**config.mk**
```make
export PLATFORM = sky130hd
export DESIGN_NAME = seq_non_restoring_div
export DESIGN_NICKNAME = d
export VERILOG_FILES = /design/src/rtl/alu_div_pkg.sv /design/src/rtl/nr_div_step.sv /design/src/rtl/seq_non_restoring_div.sv
export SDC_FILE = /design/constraint.sdc
export NUM_CORES = 1
export LEC_CHECK = 0
export CORE_ASPECT_RATIO = 1.25
export CORE_UTILIZATION = 25
export CTS_CLUSTER_DIAMETER = 100
export DETAILED_ROUTE_END_ITERATION = 7
export MAX_ROUTING_LAYER = met4
export PLACE_DENSITY = 0.52
export SLEW_MARGIN = 20
export SYNTH_ARGS = -nofsm -noshare
export SYNTH_HDL_FRONTEND = slang
export SYNTH_SLANG_ARGS = --single-unit
export TNS_END_PERCENT = 100
```
**constraint.sdc**
```tcl
create_clock -name clk -period 15.4 [get_ports clk]
set_clock_uncertainty 0.05 [all_clocks]
set_input_delay 1.54 -clock clk [delete_from_list [all_inputs] [get_ports clk]]
set_output_delay 1.54 -clock clk [all_outputs]
set_load 0.01 [all_outputs]
```
**src/rtl/alu_div_pkg.sv**
```systemverilog
// Shared types and sizing helpers for the sequential divider.
package alu_div_pkg;

  typedef enum logic [2:0] {
    IDLE,
    PREP,
    RUN,
    FIX,
    DONE
  } div_state_t;

  // Iteration counter width; holds WIDTH-1.
  function automatic int cnt_width(input int width);
    return (width < 2) ? 1 : $clog2(width);
  endfunction

endpackage

```
**src/rtl/nr_div_step.sv**
```systemverilog
// One non-restoring iteration: shift {A,Q} left, add/subtract M, retire one quotient bit.
// Purely combinational; the add/subtract uses a parallel-prefix carry-lookahead adder.
module cla_adder #(
  parameter int N = 33
) (
  input  logic [N-1:0] a,
  input  logic [N-1:0] b,
  input  logic         cin,
  output logic [N-1:0] sum
);
  // Prefix tree covers the low N-1 bits; the MSB carry-out is never needed.
  localparam int M = N - 1;
  localparam int L = $clog2(M);

  logic [N-1:0]        p0;
  logic [L:0][M-1:0]   g;
  logic [L-1:0][M-1:0] p;

  assign p0   = a ^ b;
  assign p[0] = p0[M-1:0];
  assign g[0] = (a[M-1:0] & b[M-1:0]) | {{(M-1){1'b0}}, p0[0] & cin};

  for (genvar k = 0; k < L; k++) begin : g_lvl
    for (genvar i = 0; i < M; i++) begin : g_bit
      if (i >= (1 << k)) begin : g_merge
        assign g[k+1][i] = g[k][i] | (p[k][i] & g[k][i-(1<<k)]);
        if (k + 1 < L) begin : g_prop
          assign p[k+1][i] = p[k][i] & p[k][i-(1<<k)];
        end
      end else begin : g_pass
        assign g[k+1][i] = g[k][i];
        if (k + 1 < L) begin : g_prop
          assign p[k+1][i] = p[k][i];
        end
      end
    end
  end

  assign sum = p0 ^ {g[L], cin};

endmodule

module nr_div_step #(
  parameter int WIDTH = 32
) (
  input  logic [WIDTH:0]   a,
  input  logic [WIDTH-1:0] q,
  input  logic [WIDTH-1:0] m,
  output logic [WIDTH:0]   a_next,
  output logic [WIDTH-1:0] q_next
);
  logic             sub;
  logic [WIDTH:0]   a_sh;
  logic [WIDTH:0]   operand;

  // Direction comes from the sign of A before the shift.
  assign sub     = ~a[WIDTH];
  assign a_sh    = {a[WIDTH-1:0], q[WIDTH-1]};
  assign operand = sub ? ~{1'b0, m} : {1'b0, m};

  cla_adder #(.N(WIDTH + 1)) u_add (
    .a   (a_sh),
    .b   (operand),
    .cin (sub),
    .sum (a_next)
  );

  assign q_next = {q[WIDTH-2:0], ~a_next[WIDTH]};

endmodule

```
**src/rtl/seq_non_restoring_div.sv**
```systemverilog
// Sequential non-restoring divider, signed/unsigned; latency WIDTH+2 cycles (1 on divide-by-zero).
// Result held in DONE until out_ready; in_ready is low from acceptance until the result handshake.
module seq_non_restoring_div
  import alu_div_pkg::*;
#(
  parameter int WIDTH = 32
) (
  input  logic             clk,
  input  logic             rst_n,
  input  logic             flush,
  input  logic             in_valid,
  output logic             in_ready,
  input  logic [WIDTH-1:0] dividend,
  input  logic [WIDTH-1:0] divisor,
  input  logic             is_signed,
  output logic             out_valid,
  input  logic             out_ready,
  output logic [WIDTH-1:0] quotient,
  output logic [WIDTH-1:0] remainder,
  output logic             div_by_zero
);
  localparam int CW = cnt_width(WIDTH);
  localparam logic [CW-1:0] CNT_LAST = CW'(WIDTH - 1);

  div_state_t       state, state_next;
  logic [CW-1:0]    counter;
  logic [WIDTH-1:0] op_dividend, op_divisor;
  logic             op_signed;
  logic [WIDTH:0]   acc;
  logic [WIDTH-1:0] qreg, mreg;
  logic             q_neg, r_neg;
  logic [WIDTH:0]   a_step;
  logic [WIDTH-1:0] q_step;
  logic [WIDTH-1:0] mag_dividend, mag_divisor, rem_mag;

  always_ff @(posedge clk) begin
    if (!rst_n) state <= IDLE;
    else        state <= state_next;
  end

  always_comb begin
    state_next = state;
    if (flush) begin
      state_next = IDLE;
    end else begin
      case (state)
        IDLE:    if (in_valid) state_next = (divisor == '0) ? DONE : PREP;
        PREP:    state_next = RUN;
        RUN:     if (counter == '0) state_next = FIX;
        FIX:     state_next = DONE;
        DONE:    if (out_ready) state_next = IDLE;
        default: state_next = IDLE;
      endcase
    end
  end

  always_comb begin
    in_ready  = (state == IDLE);
    out_valid = (state == DONE);
  end

  // |MIN| = 2^(WIDTH-1) still fits as an unsigned magnitude.
  assign mag_dividend = (op_signed && op_dividend[WIDTH-1]) ? -op_dividend : op_dividend;
  assign mag_divisor  = (op_signed && op_divisor[WIDTH-1])  ? -op_divisor  : op_divisor;
  assign rem_mag      = acc[WIDTH] ? acc[WIDTH-1:0] + mreg : acc[WIDTH-1:0];

  nr_div_step #(.WIDTH(WIDTH)) u_step (
    .a      (acc),
    .q      (qreg),
    .m      (mreg),
    .a_next (a_step),
    .q_next (q_step)
  );

  always_ff @(posedge clk) begin
    if (!rst_n) begin
      quotient    <= '0;
      remainder   <= '0;
      div_by_zero <= 1'b0;
      counter     <= '0;
      op_dividend <= '0;
      op_divisor  <= '0;
      op_signed   <= 1'b0;
      acc         <= '0;
      qreg        <= '0;
      mreg        <= '0;
      q_neg       <= 1'b0;
      r_neg       <= 1'b0;
    end else if (!flush) begin
      case (state)
        IDLE: begin
          if (in_valid) begin
            op_dividend <= dividend;
            op_divisor  <= divisor;
            op_signed   <= is_signed;
            if (divisor == '0) begin
              quotient    <= '1;
              remainder   <= dividend;
              div_by_zero <= 1'b1;
            end
          end
        end
        PREP: begin
          q_neg   <= op_signed & (op_dividend[WIDTH-1] ^ op_divisor[WIDTH-1]);
          r_neg   <= op_signed & op_dividend[WIDTH-1];
          acc     <= '0;
          qreg    <= mag_dividend;
          mreg    <= mag_divisor;
          counter <= CNT_LAST;
        end
        RUN: begin
          acc  <= a_step;
          qreg <= q_step;
          if (counter != '0) counter <= counter - 1'b1;
        end
        FIX: begin
          quotient    <= q_neg ? -qreg : qreg;
          remainder   <= r_neg ? -rem_mag : rem_mag;
          div_by_zero <= 1'b0;
        end
        default: ;
      endcase
    end
  end

endmodule

```
* Word level (Yosys, flattened, before mapping)
Index checks and enable logic that the tools add are counted.
** Word-level totals
- Register bits after elaboration :: 237
- Bits in latches :: 0
- RAM bits :: 0
- Bits in read-only memories :: 0
- Input port bits :: 70
- Output and inout bits :: 67
- Word-level logic and storage cells :: 436
- Memories kept :: 0
** Cells by class
- Add/subtract/negate cells :: 6
- Multipliers :: 0
- Divide/modulo/power cells :: 0
- $lt $le $gt $ge :: 0
- Equal/unequal tests :: 9
- Shifts and indexed selects :: 0
- Mux-type cells :: 24
- Bitwise operators :: 369
- Reduce and logical (&&, ||, !) cells :: 15
** Operators with widths (count)
- $mux 32 :: 9
- $and 1x1->1 :: 230
- $pmux 32 s2 :: 3
- $or 1x1->1 :: 129
- $neg 32->32 :: 4
- $pmux 33 s2 :: 1
- $xor 33x33->33 :: 2
- $mux 33 :: 1
- $not 32->33 :: 1
- $add 32x32->32 :: 1
- $and 32x32->32 :: 1
- $logic_not 32->1 :: 1
- $or 32x1->32 :: 1
- $pmux 3 s5 :: 1
- $mux 3 :: 4
- $pmux 5 s2 :: 1
- $reduce_and 3->1 :: 3
- $eq 3x2->1 const B :: 2
- $ne 2x2->1 const B :: 3
- $logic_not 5->1 :: 1
- $mux 5 :: 1
- $reduce_bool 5->1 :: 1
- $sub 5x1->5 const B :: 1
- $ne 2x1->1 const B :: 2
- 12 further kinds :: 19

* Longest topological paths before layout
- Depth in word-level cells :: 18
- Gate-level depth with buffers :: 21

* Modules after synthesis
A second synthesis with hierarchy kept.
** Second synthesis, totals
- Cell total of the unflattened synthesis :: 2146
- Area, all modules :: 16160.5 sq um
** Modules (own cells, without submodules)
- seq_non_restoring_div :: times used 1, cells an instance 1827, area an instance 13845.8 sq um
- cla_adder :: times used 1, cells an instance 250, area an instance 1737.9 sq um
- nr_div_step :: times used 1, cells an instance 69, area an instance 576.8 sq um

* Least setup slack after synthesis
OpenSTA, ideal clock, no wires.
- Kind :: flip-flop to flip-flop
- Start point :: reg acc[32]
- End point :: reg acc[32]
- Setup time :: 0.074 ns
- Arrival :: 5.257 ns
- Required time :: 15.276 ns
- Slack :: 10.019 ns
- Cell stages (with the launch flop) :: 21
- Clock period less this slack :: 5.381 ns
- Path through :: dfxtp_1 buf_2 buf_2 buf_2 clkbuf_1 buf_1 buf_2 buf_1 buf_2 xnor2_1 fa_1 a21o_1 a21oi_1 o21a_1 o211ai_1 a21o_1 a2111oi_0 nor3_1 a221o_1 or4_1 a31oi_1
** Between the ends
- Cells in the longest elaborated chain, start to end :: 16
- Elaborated cells between the ends (all ways) :: 96
** RTL lines
- start: declaration :: RTL line seq_non_restoring_div.sv:29 : logic [WIDTH:0] acc;
- start signal: assignment :: RTL line seq_non_restoring_div.sv:112 : acc <= a_step;
- $mux 33 :: RTL line nr_div_step.sv:59 : assign operand = sub ? ~{1'b0, m} : {1'b0, m};
- $xor 33x33->33 :: RTL line nr_div_step.sv:19 : assign p0 = a ^ b;
- $and 1x1->1 :: RTL line nr_div_step.sv:21 : assign g[0] = (a[M-1:0] & b[M-1:0]) | {{(M-1){1'b0}}, p0[0] & cin};
- $or 32x1->32 :: RTL line nr_div_step.sv:21
- $and 1x1->1 :: RTL line nr_div_step.sv:26 : assign g[k+1][i] = g[k][i] | (p[k][i] & g[k][i-(1<<k)]);
- $or 1x1->1 :: RTL line nr_div_step.sv:26
- $and 1x1->1 :: RTL line nr_div_step.sv:26
- $or 1x1->1 :: RTL line nr_div_step.sv:26
- $and 1x1->1 :: RTL line nr_div_step.sv:26
- $or 1x1->1 :: RTL line nr_div_step.sv:26
- $and 1x1->1 :: RTL line nr_div_step.sv:26
- $or 1x1->1 :: RTL line nr_div_step.sv:26
- $and 1x1->1 :: RTL line nr_div_step.sv:26
- $or 1x1->1 :: RTL line nr_div_step.sv:26
- $xor 33x33->33 * :: RTL line nr_div_step.sv:39 : assign sum = p0 ^ {g[L], cin};
- $pmux 33 s2 * :: RTL line seq_non_restoring_div.sv:90 : case (state)
Mark *: on every way between the ends. The rest lies on a longest branch, timed or not.
A chain may end at the register's enable or synchronous reset.

* Worst setup path after layout
Ends and elaborated chain as after synthesis.

==> out/results.tsv <==
metric	value	unit
Post-Route Utilization	30.3	%
share of cells above drive strength 1	5.03	%
Post-CTS Setup Bufs	0	
VDD IR max	95.7	µV
Top FF cell, synth	dfxtp_1	
clock-pin slew on the worst setup and hold paths	60	ps
Root Buffer	clkbuf_16	
TNS Setup	0	ps
initial antenna violation count	0	
worst hold path class	reg -> reg	
Synth Instances	2073	
most numerous cell in the Yosys netlist	nand2_1	
power density cells	91.2	mW/mm²
CP Launch Point	acc[32]$_SDFFE_PN0P_	
H-Tree Depth	1	
met3 Use GR	1.91	%
Starting Density	25.3	%
syn avg cell area	7.56	µm²
DRC	0	
router iterations before antenna repair	7	
Port Buffer Count	136	
Final Wtd Congestion	0.883	
GR Util met2	29.1	%
die width	226	µm
Slew HR	32.2	%
reg2reg end	acc[32]$_SDFFE_PN0P_	
FP Rows	102	
Place WS	10540	ps
final WL	54000	µm
Max Freq	202	MHz
RSZ-0062 raised after global routing	no	
register area	0.00475	mm²
number of clock sinks	237	
area of the multi-input gates	0.0103	mm²
largest cells by area after synthesis	dfxtp_1, a21oi_1, xnor2_1, nand2_1, ha_1	
Crit Path Class	reg -> reg	
Hold Crit Start	remainder[12]$_SDFFE_PN0P_	
Req. time, crit path	15850	ps
Hold Crit Depth	2	
grt ovf	0	
hold slack final	422	ps
Core ar.	0.0620	mm²
Syn-to-layout area delta	19.8	%
global routing usage on met1	20.0	%
crit path time final	4950	ps
antenna cells	0	
Register-to-Register Setup Slack	10450	ps
GRT Total Usage	17.2	%
reg2reg start	acc[32]$_SDFFE_PN0P_	
Async S/R FF share, synth	0	%
Synth top area share	30.3	%
Power Total	1710	µW
Worst Setup End Kind	register	
chip height	282	µm
final cycle utilization of the critical path	32.1	%
leading area contributor after synthesis	dfxtp_1	
Worst R2R Path Depth	13	
final hold violations	0	
Hold Path Sink	remainder[12]$_SDFFE_PN0P_	
busiest grt layer	met2	
worst slew pin tran	1020	ps
final worst slack	10450	ps
CP startpoint kind	register	
Fillers	6722	
largest net degree at the start of global routing	97	
Yosys reg bits	237	
DR WL/cell	18.1	µm
Nets	2266	
yosys warns	0	
register area share after synthesis	30.3	%
synth cell count leaders	nand2_1, a21oi_1, dfxtp_1, nor2_1, xnor2_1	
I/O Pins	137	
crit path max fanout	53	
mapped cell area	0.0157	mm²
vias per std cell	5.11	
Leak	0.00671	µW
Gates resized, CTS repair	0	
synth unique cells	84	
worst skew pair latency	590	ps
outcome	finished clean	
Initial DRC Count	934	
global-route wire length before repair	83600	µm
vias in the first global route	14600	
via count	15200	
post-synthesis net count	2213	
CTS tree	built	
Post-synth EDFFs	0	
Max Slew Vio Count	0	
hold buffer count at cts	0	
full die area	0.0637	mm²
max cap viols	0	
clk buf depth	3	
Num CTS Buffers	30	
final setup fails	0	
antenna viol nets, final	0	
hpwl dp	41400	µm
crit path DAT	5400	ps
## worst max-delay path, cell delays in order, from the launching register on
cell and delay, ps:
dfxtp_4 680, buf_4 690, xnor2_1 240, fa_1 480
a21o_1 180, a21oi_1 270, o21a_1 180, o211ai_1 120
a21o_1 270, a2111oi_0 430, nor3_1 180, a221o_1 380
or4_1 490, a31oi_1 170
## power by group
group	internal, µW	total (µW)	switching (µW)
Sequential	635	664	29.0
Clock	449	731	282
Combinational	134	318	184
Total	1220	1710	494
## cell usage in the layout, fill, tap and decap left out, drive strengths merged, types with 19 or more instances in the layout
cell	n
dfxtp	237
xor2	68
a21oi	250
mux2i	20
nor2	220
xnor2	120
a22oi	28
a211oi	75
ha	68
nor3	53
nor4	22
a21o	24
nand4	19
o21ai	123
inv	41
buf	21
clkdlybuf4s50	135
clkbuf	42
o31ai	21
nand2	273
nand3	31
## through the flow
stage | std cells | instance area, µm²
after floorplan | 2073 | 15700
after global placement | 2926 | 17800
after detailed placement | 2926 | 17800
after CTS | 2980 | 18800
after global routing | 2980 | 18800
final | 2980 | 18800
## sequential cells by signal, summed over array words and instances (netlist names), 5 cells and up
signal,count
quotient,32
mreg,32
op_divisor,32
op_dividend,32
remainder,32
acc,33
qreg,32
counter,5
## area by class of cell
cell class                      count  area share [%]
Multi-Input combinational cell   1660            54.8
Clock inverter                     12           0.953
Clock buffer                       42            4.51
Timing Repair Buffer              156            8.02
Sequential cell                   237            25.3
Inverter                           41           0.846
Tap cell                          832            5.54
## kinds of logic (layout without fill, tap and decap cells)
kind of cell / Yosys count / after routing / share of synthesized area (%)
multiplexers: 23 / 23 / 1.52
buffers and inverters: 176 / 251 / 4.30
XOR/XNOR: 188 / 188 / 10.5
adder cells (fa/ha/maj): 70 / 70 / 5.68
AND/OR/NAND/NOR: 720 / 720 / 20.9
AO/OA/AOI/OAI: 659 / 659 / 26.8
flip-flops: 237 / 237 / 30.3
## worst max-delay path by stage
stage	to	slack, ps	cells past startpoint
after floorplan	acc[32]$_SDFFE_PN0P_	10020	20
final	acc[32]$_SDFFE_PN0P_	10450	13
after global routing	acc[31]$_SDFFE_PN0P_	10140	14
after CTS	acc[32]$_SDFFE_PN0P_	10480	13
after detailed placement	acc[32]$_SDFFE_PN0P_	10540	13
after global placement	remainder[29]$_SDFFE_PN0P_	10560	11
## routing by layer
layer	share of wire (%)	wire length, µm
met3	4.5	2410
met2	48	26100
met1	42	22700
met4	5.4	2900
met5	0	0
Note: power is estimated with default switching activity, not from simulation.
